==> src/rtl/timer_scheduler.sv <==
// Round-robin arbiter that lends one shared seconds timer to N_REQ requesters.
// Outputs are registered; a zero duration skips the timer and completes immediately.
module timer_scheduler #(
  parameter int unsigned N_REQ = 4,
  parameter int unsigned SEC_W = 7
) (
  input  logic                   CLK,
  input  logic                   resetCounter,
  input  logic [N_REQ-1:0]       req,
  input  logic [N_REQ*SEC_W-1:0] req_seconds,
  input  logic [N_REQ-1:0]       cancel,
  input  logic                   timer_finished,
  output logic [N_REQ-1:0]       grant,
  output logic [N_REQ-1:0]       done,
  output logic                   busy,
  output logic [SEC_W-1:0]       timer_seconds,
  output logic                   timer_start
);

  localparam int unsigned IDX_W = (N_REQ > 1) ? $clog2(N_REQ) : 1;

  typedef enum logic [1:0] {
    IDLE  = 2'd0,
    START = 2'd1,
    WAIT  = 2'd2,
    DONE  = 2'd3
  } state_t;

  state_t           state;
  logic [IDX_W-1:0] ptr;
  logic [IDX_W-1:0] owner;

  logic             winFound;
  logic [IDX_W-1:0] winIdx;
  logic [SEC_W-1:0] winSec;
  logic [N_REQ-1:0] winOneHot;
  logic [SEC_W-1:0] secArr [N_REQ];

  // Split the flat duration bus into one field per requester.
  always_comb begin
    for (int unsigned i = 0; i < N_REQ; i++) begin
      secArr[i] = req_seconds[i*SEC_W +: SEC_W];
    end
  end

  // Search ptr+1, ptr+2, ... ; descending loop so the nearest hit is assigned last.
  always_comb begin
    winFound = 1'b0;
    winIdx   = '0;
    for (int unsigned i = N_REQ; i >= 1; i--) begin
      logic [IDX_W-1:0] cand;
      cand = IDX_W'((32'(ptr) + i) % N_REQ);
      if (req[cand]) begin
        winFound = 1'b1;
        winIdx   = cand;
      end
    end
    winSec    = secArr[winIdx];
    winOneHot = N_REQ'(1) << winIdx;
  end

  always_ff @(posedge CLK) begin
    if (resetCounter) begin
      state         <= IDLE;
      grant         <= '0;
      done          <= '0;
      busy          <= 1'b0;
      timer_seconds <= '0;
      timer_start   <= 1'b0;
      ptr           <= IDX_W'(N_REQ - 1);
      owner         <= '0;
    end else begin
      timer_start <= 1'b0;
      done        <= '0;
      case (state)
        IDLE: begin
          if (winFound) begin
            owner         <= winIdx;
            grant         <= winOneHot;
            busy          <= 1'b1;
            timer_seconds <= winSec;
            if (winSec != '0) begin
              state       <= START;
              timer_start <= 1'b1;
            end else begin
              state <= DONE;
              done  <= winOneHot;
            end
          end
        end
        // Timer may still report a stale completion this cycle, so it is not looked at.
        START: state <= WAIT;
        WAIT: begin
          if (timer_finished) begin
            state <= DONE;
            done  <= grant;
          end else if (cancel[owner]) begin
            state         <= IDLE;
            grant         <= '0;
            busy          <= 1'b0;
            timer_seconds <= '0;
            ptr           <= owner;
          end
        end
        DONE: begin
          state         <= IDLE;
          grant         <= '0;
          busy          <= 1'b0;
          timer_seconds <= '0;
          ptr           <= owner;
        end
        default: state <= IDLE;
      endcase
    end
  end

endmodule

==> config.mk <==
export PLATFORM = sky130hd
export DESIGN_NAME = timer_scheduler
export DESIGN_NICKNAME = d
export VERILOG_FILES = /design/src/rtl/timer_scheduler.sv
export SDC_FILE = /design/constraint.sdc
export NUM_CORES = 1
export LEC_CHECK = 0
export BUFFER_PORTS_ARGS = -buffer_cell sky130_fd_sc_hd__buf_2
export CAP_MARGIN = 5
export CORE_MARGIN = 10
export CORE_UTILIZATION = 50
export DETAILED_ROUTE_END_ITERATION = 7
export GPL_TIMING_DRIVEN = 0
export PLACE_DENSITY = 0.94
export SYNTH_ARGS = -nofsm -noshare
export SYNTH_HDL_FRONTEND = slang
export SYNTH_SLANG_ARGS = --single-unit
==> constraint.sdc <==
create_clock -name CLK -period 6.4 [get_ports CLK]
set_clock_uncertainty 0.2 [all_clocks]
set_input_delay 0.64 -clock CLK [delete_from_list [all_inputs] [get_ports CLK]]
set_output_delay 0.64 -clock CLK [all_outputs]
set_load 0.01 [all_outputs]
; After elaboration in Yosys (flattened, before gate mapping)
; Cells that the tools add are included.
[totals]
in_bits = 39
reg_bits = 23
output_inout_bits = 17
elab_cells = 84
[op_classes]
bitwise = 3
addsub = 4
magnitude_cmp = 6
n_eq_ne = 7
reduce_logical = 9
n_mux = 46
shift = 1
[op_table]
columns = operator, count
row1 = $mux W7, 5
row2 = $mux W4, 6
row3 = $pmux W7 S3, 1
row4 = $mux W2, 10
row5 = $lt A2 B3 Y1 const B, 5
row6 = $bmux W7 S2, 1
row7 = $mux W1, 13
row8 = $pmux W4 S3, 1
row9 = $bmux W1 S2, 5
row10 = $pmux W2 S4, 1
row11 = $pmux W4 S2, 1
row12 = $reduce_bool A7 Y1, 1
row13 = $ne A2 B2 Y1 const B, 3
row14 = $add A2 B1 Y2 const B, 2
row15 = $add A2 B2 Y2 const B, 2
row16 = $eq A2 B2 Y1 const B, 2
row17 = $pmux W2 S2, 1
row18 = $reduce_and A2 Y1, 2
row19 = $reduce_and A4 Y1, 1
row20 = $shl A1 B2 Y4 const A, 1
row21 = $ge A3 B3 Y1 const B, 1
row22 = $ne A3 B3 Y1 const B, 1
row23 = $not A2 Y3, 1
row24 = $pmux W1 S3, 1
row25 = 7 further kinds, 8

; Depth between registers and ports, before layout
[depth]
word_depth = 15
depth_mapped = 9
mapped_depth_nobuf = 7

; Worst setup path before layout
; No wires, ideal clock.
[synth_timing]
path_kind = input to register
from = input port req[1]
to = register done[0]
setup_ns = 0.069
stages = 6
path_slack_ns = 3.814
arrival_time_ns = 2.317
required_ns = 6.131
n_path_buf = 0
path_cell_list = a221o_1 > a21oi_4 > mux4_2 > a211oi_2 > nand4_1 > o21ai_1
[synth_between]
elab_chain_len = 14
elab_cells_between_ends = 25
classes_between = shift (1) / mux (22) / bitwise (1) / reduce/logical (1)
[synth_rtl]
columns = element, line
row1 = "start, declared", 9  ; input logic [N_REQ-1:0] req,
row2 = $bmux W1 S2, 53  ; if (req[cand]) begin
row3 = $mux W1 (not written as such), 53
row4 = $mux W2 (4 in series), 53
row5 = $not A2 Y3 (not written as such), 58  ; winSec = secArr[winIdx];
row6 = $bmux W7 S2, 58
row7 = $mux W7 (not written as such) (2 in series), 58
row8 = $reduce_bool A7 Y1, 82  ; if (winSec != '0) begin
row9 = $mux W4, 82
row10 = $mux W4 (*), 77  ; if (winFound) begin
row11 = $pmux W4 S2 (*), 75  ; case (state)
row12 = "end signal, assigned", 87  ; done <= winOneHot;
row13 = "end signal, assigned", 96  ; done <= grant;
row14 = "end, declared", 14  ; output logic [N_REQ-1:0] done,
; Every way passes the cells marked *; elsewhere a longest branch is shown, timed or not. The select of a mux whose other input is x is not followed.
; A chain may end at the register's enable or synchronous reset.

; Final worst setup path
[layout_timing]
from = input port req[1]
to = register done[1]
; Same word-level chain as after synthesis.

==> metrics.md <==
| Metric | Value |
|---|---|
| Status | `finished clean` |
| CTS resizes | `0` |
| Startpoint Class | `input pin` |
| CP cell instances | `buf_2 > a221o_1 > a21oi_4 > mux4_2 > a211oi_2 > nand3_1 > o21ai_1` |
| Fin crit share | `0.418` |
| WHS | `0.256 ns` |
| Slew margin rel. | `0.665` |
| Minimum clock period after layout | `about 2.7 ns` |
| Hold-critical path depth | `2` |
| Die height | `69.8 um` |
| Initial antenna violation count | `0` |
| PortBufs | `55` |
| DR pass1 iterations | `6` |
| All-Layer GR Usage | `0.137` |
| Leakage | `roughly 0.74 nW` |
| Synth warn | `0` |
| Vias in the first global route | `1227` |
| Effective utilization at floorplan | `0.540` |
| Share of flip-flops with an asynchronous set or reset | `0` |
| Cell variety after synth | `35` |
| Hold EP | `busy` |
| Core ar. | `approximately 2300 sq um` |
| Synthesized Nets | `178` |
| Clock slew seen by the registers of the worst setup and hold paths | `~0.12 ns` |
| Ys flop type | `dfxtp_1` |
| DIE AREA | `4870 sq um` |
| Post-CTS Setup Inserts | `0` |
| Largest net degree at the start of global routing | `14` |
| Maximum VDD drop | `roughly 0.0002 V` |
| RSZ-0062 raised after global routing | `false` |
| Diode count | `0` |
| Wirelength per Cell | `14.9 um` |
| TritonCTS clock tree | `built` |
| Sw Ratio | `0.342` |
| Worst hold path startpoint | `busy` |
| Crit path max-delay family | `compound AO/OA/AOI/OAI gates` |
| Max-Cap Viols | `0` |
| Slowest cell on crit path | `mux4_2` |
| GRT overflow | `0` |
| I/O pin total | `56` |
| # rows | `17` |
| Synthesis-stage register bit count | `23` |
| CTS Hold Bufs | `0` |
| Post-synth EDFFs | `0` |
| Worst-path fanout max | `6` |
| Dpl cells | `222` |
| FF-to-FF setup slack | `3.76 ns` |
| Endpoints failing setup | `0` |
| Total CTS buffers | `3` |
| Layout area overhead | `27.2%` |
| Number of buffers and inverters on the critical path | `1` |
| Slowest Stage Delay on Critical Path | `~0.57 ns` |
| First-pass GRT wire length | `5.71 mm` |
| Clk sinks | `23` |
| 1st-iter DRT viols | `58` |
| Critical path endpoint category | `flop` |
| Root Buffer | `clkbuf_4` |
| H-tree depth | `1` |
| Int Pwr | `0.000252 W` |
| Gate power share | `0.370` |
| Post-route DRC | `0` |
| Final hold vios | `0` |
| Clock Latency Late Sink | `0.32 ns` |
| ANT nets after route | `0` |
| PD cells | `243 nW/um^2` |
| Critical path class | `in2reg` |
| Type of the worst min-delay path | `reg2reg` |
| Routability cong. | `0.800` |
| R2R depth | `7` |
| WL final | `3.36 mm` |
| Reg2reg end | `done[1]` |
| Final slew viol count | `0` |
| Fin nets | `around 240` |
| Mean area per synthesized cell | `slightly below 9 sq um` |
| Clock buffer depth | `2` |
| Required time worst endpoint | `6.46 ns` |
| Die X-Extent | `around 70 um` |
| Post-DR vias/cell | `approximately 5.5` |
| Non-Filler Instances | `226` |
| CP Data Arrival Time | `about 2.7 ns` |
| Detail Placement HPWL | `2.79 mm` |
| Pwr Total | `roughly 0.00038 W` |
| Via count | `roughly 1200` |
| Worst r2r src | `ptr[0]` |
| Seq/Total Area, Yosys | `0.371` |
| Final-layout fill cell count | `212` |
| Fin util | `0.687` |
| Synth Instances | `139` |
| Layout cells sized above 1 | `0.384` |
| Sequential Power Share | `0.454` |
| Switching power | `around 0.00013 W` |
| Clock Power Share | `0.176` |
| Synth Cell Area | `roughly 1200 sq um` |
| Total negative slack | `0 ns` |
| Measured slew at the worst slew-check pin | `0.502 ns` |
| Peak Freq | `374 MHz` |
==> power by group through the flow <==
stage	clock, W	combinational, W	sequential [W]
6_report	0.0000673	0.000142	0.000174
5_1_grt	0.0000727	0.000158	0.000177
4_1_cts	0.0000681	0.000142	0.000174
3_5_place_dp	0	0.000142	0.000177
3_3_place_gp	0	0.000138	0.000176
2_1_floorplan	0	0.0000910	0.000182
==> registers in the layout (all words and copies together) (netlist names) <==
name / flops
busy: 1
done: 4
grant: 4
owner: 2
ptr: 2
state: 2
timer_seconds: 7
timer_start: 1
==> stage by stage <==
stage,area [sq um],setup slack (ns)
after floorplan,1240,3.81
after global placement,1550,3.47
after detailed placement,1550,3.43
after CTS,1580,3.77
after global routing,1580,3.57
final,1580,3.73
==> cell usage in the layout (no fill, tap or decap), types with 2 or more instances in the layout <==
cell type,instances
buf_2,57
dfxtp_1,23
nor2_1,19
nand2_1,12
mux2i_1,10
nor3_1,7
a21oi_1,7
mux2_2,6
o21ai_0,6
o21ai_1,5
inv_1,4
nand2b_1,3
nand3_1,3
nor2b_1,3
nand4_1,3
a22o_1,3
clkbuf_4,3
clkbuf_1,2
mux4_2,2
a211o_1,2
a22oi_1,2
==> synth_stat cells, types with 4 or more instances <==
master | number | area, sq um
o21ai_0 | 6 | 30.0
nor2_1 | 19 | 71.3
inv_1 | 4 | 15.0
mux2i_1 | 10 | 100
nor3_1 | 7 | 35.0
mux2_2 | 6 | 67.6
o21ai_1 | 5 | 25.0
dfxtp_1 | 23 | 460
a21oi_1 | 7 | 35.0
nand2_1 | 12 | 45.0
==> worst max-delay path by stage <==
stage / from / to / slack, ns / cells after the start
after floorplan: req[1] / done[0] / 3.81 / 6
after global placement: req[1] / done[2] / 3.47 / 7
after detailed placement: req[1] / done[1] / 3.43 / 7
after CTS: req[1] / done[1] / 3.77 / 7
after global routing: ptr[0] / done[2] / 3.57 / 7
final: req[1] / done[1] / 3.73 / 7
==> per-layer routing <==
| layer | share of wire | global-route usage |
|---|---|---|
| met1 | 0.40 | 0.148 |
| met2 | 0.52 | 0.243 |
| met3 | 0.063 | 0.0428 |
| met4 | 0.015 | 0.0457 |
| met5 | 0 | 0 |
==> final cells by class <==
cell class,instances,area (sq um),area share
Clock buffer,3,22.5,0.0143
Timing Repair Buffer,55,275,0.174
Buffer,6,45.0,0.0285
Clock inverter,1,5.00,0.00317
Sequential cell,23,460,0.292
Inverter,4,15.0,0.00952
Multi-Input combinational cell,106,719,0.456
Tap cell,28,35.0,0.0222
==> worst reg2reg max path, stage by stage (launching register included) <==
cell and delay (ns):
dfxtp_1 0.39, inv_1 0.06, a221o_1 0.35, a21oi_4 0.29, mux4_2 0.57, a211oi_2 0.43, nand3_1 0.14, o21ai_1 0.15
==> cells by family (layout without fill, tap and decap cells) <==
family,after synthesis,in the layout,share of synthesized area
AOI/OAI and AO/OA,31,31,0.187
buffers and inverters,10,69,0.0484
DFF,23,23,0.371
muxes,18,18,0.172
and+or+nand+nor,57,57,0.222
Note: power is estimated with default switching activity, not from simulation.
